==> config.mk <==
export PLATFORM = sky130hd
export DESIGN_NAME = rst_seq_flat
export DESIGN_NICKNAME = d
export VERILOG_FILES = /design/src/rtl/rst_seq_if.sv /design/src/rtl/rst_seq.sv /design/src/flat_wrapper.sv
export SDC_FILE = /design/constraint.sdc
export NUM_CORES = 1
export LEC_CHECK = 0
export ABC_AREA = 1
export CAP_MARGIN = 10
export CORE_MARGIN = 2
export CORE_UTILIZATION = 60
export CTS_BUF_LIST = sky130_fd_sc_hd__clkbuf_4 sky130_fd_sc_hd__clkbuf_8 sky130_fd_sc_hd__clkbuf_16
export DETAILED_ROUTE_END_ITERATION = 7
export PLACE_DENSITY_LB_ADDON = 0.12
export SLEW_MARGIN = 20
export SYNTH_ARGS = -nofsm -noshare
export SYNTH_HDL_FRONTEND = slang
export SYNTH_SLANG_ARGS = --single-unit
export TNS_END_PERCENT = 50
==> constraint.sdc <==
create_clock -name clk -period 2.28 [get_ports clk]
set_input_delay 0.456 -clock clk [delete_from_list [all_inputs] [get_ports clk]]
set_output_delay 0.456 -clock clk [all_outputs]
set_load 0.1 [all_outputs]
==> src/rtl/rst_seq_if.sv <==
// rst_seq_if: reset sequencer bus (request inputs, reset outputs, status); master drives requests, slave is the sequencer
interface rst_seq_if;
  logic       sw_rst_req;
  logic       wdog_rst_req;
  logic       pll_locked;
  logic       ext_rst_n;
  logic       core_rst_n;
  logic       seq_busy;
  logic [1:0] rst_cause;
  modport master (output sw_rst_req, wdog_rst_req, pll_locked, input ext_rst_n, core_rst_n, seq_busy, rst_cause);
  modport slave (input sw_rst_req, wdog_rst_req, pll_locked, output ext_rst_n, core_rst_n, seq_busy, rst_cause);
endinterface

==> src/rtl/rst_seq.sv <==
// rst_seq: staged reset sequencer; ports clk, reset (sync active-high), bus (requests in, ext/core resets, busy, cause out)
module rst_seq #(
  parameter int PULSE_LEN = 1000,
  parameter int GAP_LEN   = 100,
  parameter int CNT_W     = 16
) (
  input logic        clk,
  input logic        reset,
  rst_seq_if.slave   bus
);
  typedef enum logic [1:0] {ASSERT, WAIT_LOCK, REL_EXT, RUN} state_t;
  localparam logic [CNT_W-1:0] P_TC = CNT_W'(PULSE_LEN - 1);
  localparam logic [CNT_W-1:0] G_TC = CNT_W'(GAP_LEN - 1);
  state_t           state, state_nx;
  logic [CNT_W-1:0] cnt, cnt_nx;
  logic             ev;
  logic [1:0]       cause_nx;
  always_comb begin
    ev       = bus.sw_rst_req | bus.wdog_rst_req | (!bus.pll_locked && (state == REL_EXT || state == RUN));
    cause_nx = bus.wdog_rst_req ? 2'b10 : bus.sw_rst_req ? 2'b01 : 2'b11;
    state_nx = ev                                    ? ASSERT    :
               (state == ASSERT && cnt == P_TC)      ? WAIT_LOCK :
               (state == WAIT_LOCK && bus.pll_locked) ? REL_EXT  :
               (state == REL_EXT && cnt == G_TC)     ? RUN       : state;
    // counter restarts on every state change or event, otherwise saturates
    cnt_nx   = (ev || state_nx != state) ? '0 : (&cnt ? cnt : cnt + 1'b1);
  end
  // outputs are registered from the next state so they match the state held in the same cycle
  always_ff @(posedge clk) begin
    if (reset) begin
      state          <= ASSERT;
      cnt            <= '0;
      bus.ext_rst_n  <= 1'b0;
      bus.core_rst_n <= 1'b0;
      bus.seq_busy   <= 1'b1;
      bus.rst_cause  <= 2'b00;
    end else begin
      state          <= state_nx;
      cnt            <= cnt_nx;
      bus.ext_rst_n  <= state_nx == REL_EXT || state_nx == RUN;
      bus.core_rst_n <= state_nx == RUN;
      bus.seq_busy   <= state_nx != RUN;
      if (ev) bus.rst_cause <= cause_nx;
    end
  end
endmodule

==> src/flat_wrapper.sv <==
// flat-port wrapper written by rule: the top's interface ports become plain ports
module rst_seq_flat 
#(
  parameter int PULSE_LEN = 1000,
  parameter int GAP_LEN   = 100,
  parameter int CNT_W     = 16
)
  (clk, reset, bus_sw_rst_req, bus_wdog_rst_req, bus_pll_locked, bus_ext_rst_n, bus_core_rst_n, bus_seq_busy, bus_rst_cause);
  rst_seq_if bus_i ();
  input logic clk;
  input logic reset;
  input wire logic [$bits(bus_i.sw_rst_req)-1:0] bus_sw_rst_req;
  input wire logic [$bits(bus_i.wdog_rst_req)-1:0] bus_wdog_rst_req;
  input wire logic [$bits(bus_i.pll_locked)-1:0] bus_pll_locked;
  output wire logic [$bits(bus_i.ext_rst_n)-1:0] bus_ext_rst_n;
  output wire logic [$bits(bus_i.core_rst_n)-1:0] bus_core_rst_n;
  output wire logic [$bits(bus_i.seq_busy)-1:0] bus_seq_busy;
  output wire logic [$bits(bus_i.rst_cause)-1:0] bus_rst_cause;
  assign bus_i.sw_rst_req = bus_sw_rst_req;
  assign bus_i.wdog_rst_req = bus_wdog_rst_req;
  assign bus_i.pll_locked = bus_pll_locked;
  assign bus_ext_rst_n = bus_i.ext_rst_n;
  assign bus_core_rst_n = bus_i.core_rst_n;
  assign bus_seq_busy = bus_i.seq_busy;
  assign bus_rst_cause = bus_i.rst_cause;
  rst_seq #(.PULSE_LEN(PULSE_LEN), .GAP_LEN(GAP_LEN), .CNT_W(CNT_W)) u_core (.clk(clk), .reset(reset), .bus(bus_i));
endmodule
==> results of run 1 <==
[cell usage after synthesis (all sizes together)]
cell / number
nand3: 10
xnor2: 1
dfxtp: 23
nand4: 5
nor2: 56
o21ai: 3
a21oi: 4
buf: 3
xor2: 10
nor3: 7
ha: 1
inv: 21
nand2: 32
[layout make-up]
type / count / area, µm² / area share (%)
Sequential cell: 23 / 460 / 34.6
Inverter: 21 / 78.8 / 5.93
Timing Repair Buffer: 9 / 77.6 / 5.83
Tap cell: 27 / 33.8 / 2.54
Clock buffer: 4 / 30.0 / 2.26
Multi-Input combinational cell: 129 / 649 / 48.8
[critical path, stage by stage, from the launching register on]
cell     delay, ns
dfxtp_1       0.39
ha_1          0.23
nand2_2       0.13
nor2_4        0.15
nand2_2       0.10
nor2_4        0.29
xor2_1        0.19
nor2_1        0.06
[cells by family (layout without fill, tap and decap cells)]
kind of cell | Yosys count | count (layout) | synth area share, %
compound gates | 7 | 7 | 2.87
simple gates | 110 | 110 | 41.5
buf+inv | 24 | 34 | 8.93
fa+ha+maj | 1 | 1 | 1.03
flops | 23 | 23 | 37.8
xor+xnor | 11 | 11 | 7.91
[per-stage QoR]
step / util, % / hold WS, ns
6_report: 68.5 / 0.547
5_1_grt: 68.5 / 0.605
4_1_cts: 68.5 / 0.549
3_5_place_dp: 66.9 / 0.531
3_3_place_gp: 66.9 / 0.511
2_1_floorplan: - / 0.496
[power breakdown]
part | internal (mW) | leakage [nW] | switching [mW]
sequential | 0.405 | 0.186 | 0.00179
clock | 0.0802 | 0.0184 | 0.115
combinational | 0.0130 | 0.334 | 0.0269
[how the worst max path moves through the flow]
| stage | start | to | slack [ns] |
|---|---|---|---|
| floorplan | u_core.cnt[0] | u_core.cnt[14] | 0.89 |
| global placement | bus_wdog_rst_req | u_core.cnt[5] | 0.59 |
| detailed placement | bus_wdog_rst_req | u_core.cnt[12] | 0.49 |
| CTS | u_core.cnt[0] | u_core.cnt[0] | 0.62 |
| global route | u_core.cnt[0] | u_core.cnt[1] | 0.49 |
| finish | u_core.cnt[0] | u_core.cnt[0] | 0.65 |
[layer usage]
layer | global-route usage (%) | vias up | wire length [µm]
met5 | 0 | - | 0
met4 | 6.19 | 0 | 32
met3 | 3.68 | 5 | 118
met2 | 33.6 | 22 | 1060
met1 | 29.2 | 498 | 1050
li1 | - | 564 | -
[flip-flops by register name, summed over array words and instances, names as in the netlist]
name / flops
u_core.bus.rst_cause: 2
u_core.bus.seq_busy: 1
u_core.bus.core_rst_n: 1
u_core.state: 2
u_core.cnt: 16
u_core.bus.ext_rst_n: 1
==> flow_metrics.tcl, run 1 <==
set metrics [dict create \
    timing.rr.end "u_core.cnt[0]" \
    antenna_found_initial 0 \
    fill_cells 193 \
    end_kind "flop" \
    cap_viol_max_count 0 \
    grt_overflow 0 \
    cts-buffers-inserted 3 \
    mostFrequentLayoutCell "nor2_1" \
    grt_max_degree 17 \
    grt_pass1_vias 977 \
    synth_top_area_share_pct 37.8 \
    yosysWarnings 0 \
    status "finished clean" \
    drtIter0Drc 25 \
    hold_start "u_core.cnt[1]" \
    via_per_inst 5.11 \
    finalSetupViolCount 0 \
    io_buffers 9 \
    vdd_ir_drop_max_v 0.000304 \
    die-area_um2 2410 \
    yosys.area.top_type "dfxtp_1" \
    p_leak_nw 0.538 \
    rsz0062_at_grt "no" \
    clk_path_buf_depth 2 \
    whs_endpoint "u_core.cnt[1]" \
    yosysSeqAreaShare_pct 37.8 \
    firstDrtPassIters 4 \
    cts_tree "built" \
    wl_um 2260 \
    worstMarginPinSlew_ns 0.441 \
    gp_congestion 0.902 \
    synth_cells 176 \
    relSlewSlack_pct 70.5 \
    grt.total_usage_pct 21.1 \
    min_path_type "flop to flop" \
    syn_area_um2 1220 \
    rows 16 \
    core_area_um2 1940 \
    reg2reg_from "u_core.cnt[0]" \
    ioPinCount 10 \
    synth_cell_types 21 \
    fin_skew_ns 0.00376 \
    grt_pass1_wl_um 3980 \
    max_freq_mhz 612 \
    dp.cells 209 \
    final_cells 213 \
    hold_viol 0 \
    arrival_ns 1.85 \
    reg2regPathDepth 7 \
    netlist_top_cells_area "dfxtp_1 (38%), nor2_1 (15%), nand2_1 (8.3%)" \
    hold_buffers 0 \
    final_area_um2 1330 \
    critPathKind "flop to flop" \
    ys_seq_elements 23 \
    whs_path_depth 2 \
    fin_crit_sh_pct 71.7 \
    mostFrequentLayoutCells "nor2_1 (50), nand2_1 (27), dfxtp_1 (23), inv_1 (20)" \
    nets 193 \
    finalSetupTns_ns 0 \
    cts_root_buf "clkbuf_4" \
    post_dp_cell_area_um2 1300 \
    diodes 0 \
    cp_max_fo 13 \
    power_density_nw_per_um2 482 \
    fp.dieW_um 49.1 \
    fin_crit_ns 1.63 \
    avgSynthCellArea_um2 6.92 \
    drc 0 \
    cts_resized 0 \
    cts.sinks 23 \
    die_y_um 49.1 \
    slew_violations 0 \
    synthesis.nets 182 \
    vias 1089 \
    layout-drive-gt1-share_pct 12.4 \
    area_growth_pct 9.14 \
    initial_core_util_pct 62.8 \
    antenna_left 0 \
    wire_per_inst_um 10.6 \
    htreeDepth 1 \
    clk_pin_slew_ns 0.12 \
    cp-start-kind "flop" \
    cp.required_ns 2.49 \
    dp_slack_ns 0.495 \
    ff2ff_setup_slack_ns 0.65 \
    dp_hpwl_um 1770 \
    p_total_mw 0.642 \
    cts_setup_buffers 0 \
    clk_latency_ns 0.31 \
    setup_ws_ns 0.645 \
]
Note: power is estimated with default switching activity, not from simulation.
==> run 2, diff against run 1 <==
- CORE_UTILIZATION: 60 -> 50
- clock period: 2.28 -> 1.39 ns (I/O delays scaled with it)
==> flow_metrics.tcl, run 2 (same netlist as run 1, synthesis figures left out) <==
set metrics [dict create \
    status "finished, violations left" \
    violations "negative setup slack" \
    area_growth_pct 35.7 \
    core_area_um2 2250 \
    initial_core_util_pct 54.1 \
    drtIter0Drc 36 \
    p_sw_mw 0.270 \
    mostFrequentLayoutCells "nor2_1 (43), nand2_1 (26), inv_1 (20), buf_4 (16), dfxtp_1 (12)" \
    rsz0062_at_grt "yes" \
    p_leak_nw 0.706 \
    cts.sinks 23 \
    grt_pass1_wl_um 4610 \
    whs_path_depth 2 \
    die-area_um2 2850 \
    io_buffers 9 \
    fin_skew_ns 0.0151 \
    grt.total_usage_pct 22.8 \
    min_path_type "input port to flop" \
    clk_path_buf_depth 2 \
    vias 1162 \
    hold_viol 0 \
    swShare_pct 25.1 \
    p_seq_share_pct 61.9 \
    clk_latency_ns 0.33 \
    max_freq_mhz 691 \
    top_regs "u_core.cnt: 16 flops, u_core.bus.rst_cause: 2 flops, u_core.state: 2 flops" \
    setup_ws_ns -0.0575 \
    fill_cells 177 \
    cap_viol_max_count 0 \
    vdd_ir_drop_max_v 0.000513 \
    rows 17 \
    critPathKind "flop to flop" \
    p_int_mw 0.805 \
    seq_area_um2 479 \
    layout-drive-gt1-share_pct 32.0 \
    power_density_nw_per_um2 650 \
    regMostFlops "u_core.cnt" \
    combPwrFrac_pct 8.1 \
    via_per_inst 4.97 \
    cp_max_fo 8 \
    slew_violations 0 \
    whs_ns 0.535 \
    htreeDepth 1 \
    wire_per_inst_um 12.5 \
    drc 0 \
    hold_start "bus_wdog_rst_req" \
    cp.required_ns 1.65 \
    worstMarginPinSlew_ns 0.290 \
    dp_hpwl_um 1870 \
    die_y_um 53.4 \
    diodes 0 \
    whs_endpoint "u_core.bus.rst_cause[0]" \
    largest_reg_flops 16 \
    nets 213 \
    antenna_left 0 \
    mostFrequentLayoutCell "nor2_1" \
    fin_crit_sh_pct 104 \
    wl_um 2920 \
    gp_congestion 0.849 \
    firstDrtPassIters 4 \
    cp-start-kind "flop" \
    grt_overflow 0 \
    grt_pass1_vias 1082 \
    antenna_found_initial 0 \
    end_kind "flop" \
    relSlewSlack_pct 80.6 \
    reg2regPathDepth 8 \
    clkPwrFrac_pct 30.0 \
    fin_crit_ns 1.45 \
    ioPinCount 10 \
    hold_buffers 0 \
    dp_slack_ns -0.138 \
    grt_max_degree 17 \
    arrival_ns 1.70 \
    reg2reg_from "u_core.cnt[0]" \
    ff2ff_setup_slack_ns -0.06 \
    cts_tree "built" \
    clk_pin_slew_ns 0.14 \
    cts_root_buf "clkbuf_4" \
    finalSetupViolCount 14 \
    timing.rr.end "u_core.cnt[2]" \
    cts-buffers-inserted 3 \
    fp.dieW_um 53.4 \
    multi_input_area_um2 737 \
]
==> run 2: layout make-up <==
| type | instances | area share (%) |
|---|---|---|
| Multi-Input combinational cell | 130 | 44.6 |
| Sequential cell | 23 | 29.0 |
| Timing Repair Buffer | 28 | 17.8 |
| Inverter | 21 | 4.92 |
| Tap cell | 28 | 2.12 |
| Clock buffer | 3 | 1.36 |
| Clock inverter | 1 | 0.303 |
==> run 2: what timing repair did <==
item,in CTS,in global routing
buffers inserted,2,3
resized for setup,15,20
endpoints found under the hold margin,0,0
gates cloned,0,1
setup endpoints to repair,17,19
pin swaps,9,19
==> run 2: worst max-delay path by stage <==
stage	cells after the start	to	slack [ns]	startpoint
2_1_floorplan	7	u_core.cnt[14]	0.002	u_core.cnt[0]
3_3_place_gp	9	u_core.cnt[1]	-0.09	bus_wdog_rst_req
3_5_place_dp	9	u_core.cnt[6]	-0.14	bus_sw_rst_req
4_1_cts	7	u_core.cnt[14]	-0.03	u_core.cnt[1]
5_1_grt	8	u_core.cnt[1]	-0.14	u_core.cnt[0]
6_report	8	u_core.cnt[2]	-0.06	u_core.cnt[0]
==> run 2: per-layer routing <==
metal / vias up / GRT usage [%] / routed length (µm)
met5: - / 0 / 0
met4: 0 / 11.1 / 49
met3: 4 / 4.52 / 131
met2: 30 / 37.4 / 1470
met1: 518 / 28.0 / 1280
li1: 610 / - / -
==> run 2: through the flow <==
step / TNS (ns) / power (mW) / instance area, µm² / std cells / util [%]
finish: -0.362 / 1.07 / 1650 / 234 / 73.4
global route: -1.67 / 1.12 / 1650 / 234 / 73.4
CTS: -0.0841 / 1.07 / 1560 / 230 / 69.1
detailed placement: -2.16 / 0.764 / 1470 / 224 / 65.1
global placement: -1.46 / 0.763 / 1470 / 224 / 65.1
floorplan: 0 / 0.727 / 1220 / 176 / -
==> run 2: worst max-delay path, cell delays in order (launching register included) <==
cell	delay (ns)
dfxtp_2	0.38
ha_4	0.17
nand2_4	0.08
nor2_4	0.10
nand2_2	0.08
nor2_4	0.27
buf_6	0.15
nor2_1	0.03
nor2_1	0.10
==> run 2: power groups by stage <==
stage	clock network [mW]	registers [mW]	logic (mW)
global placement	0	0.683	0.0798
CTS	0.321	0.669	0.0822
floorplan	0	0.705	0.0214
detailed placement	0	0.683	0.0807
global route	0.358	0.666	0.0935
finish	0.322	0.665	0.0872
==> run 3, diff against run 2 <==
- GPL_ROUTABILITY_DRIVEN: unset -> 0
==> results of run 3 <==
Final layout, timing and power as in run 2 (identical DEF).
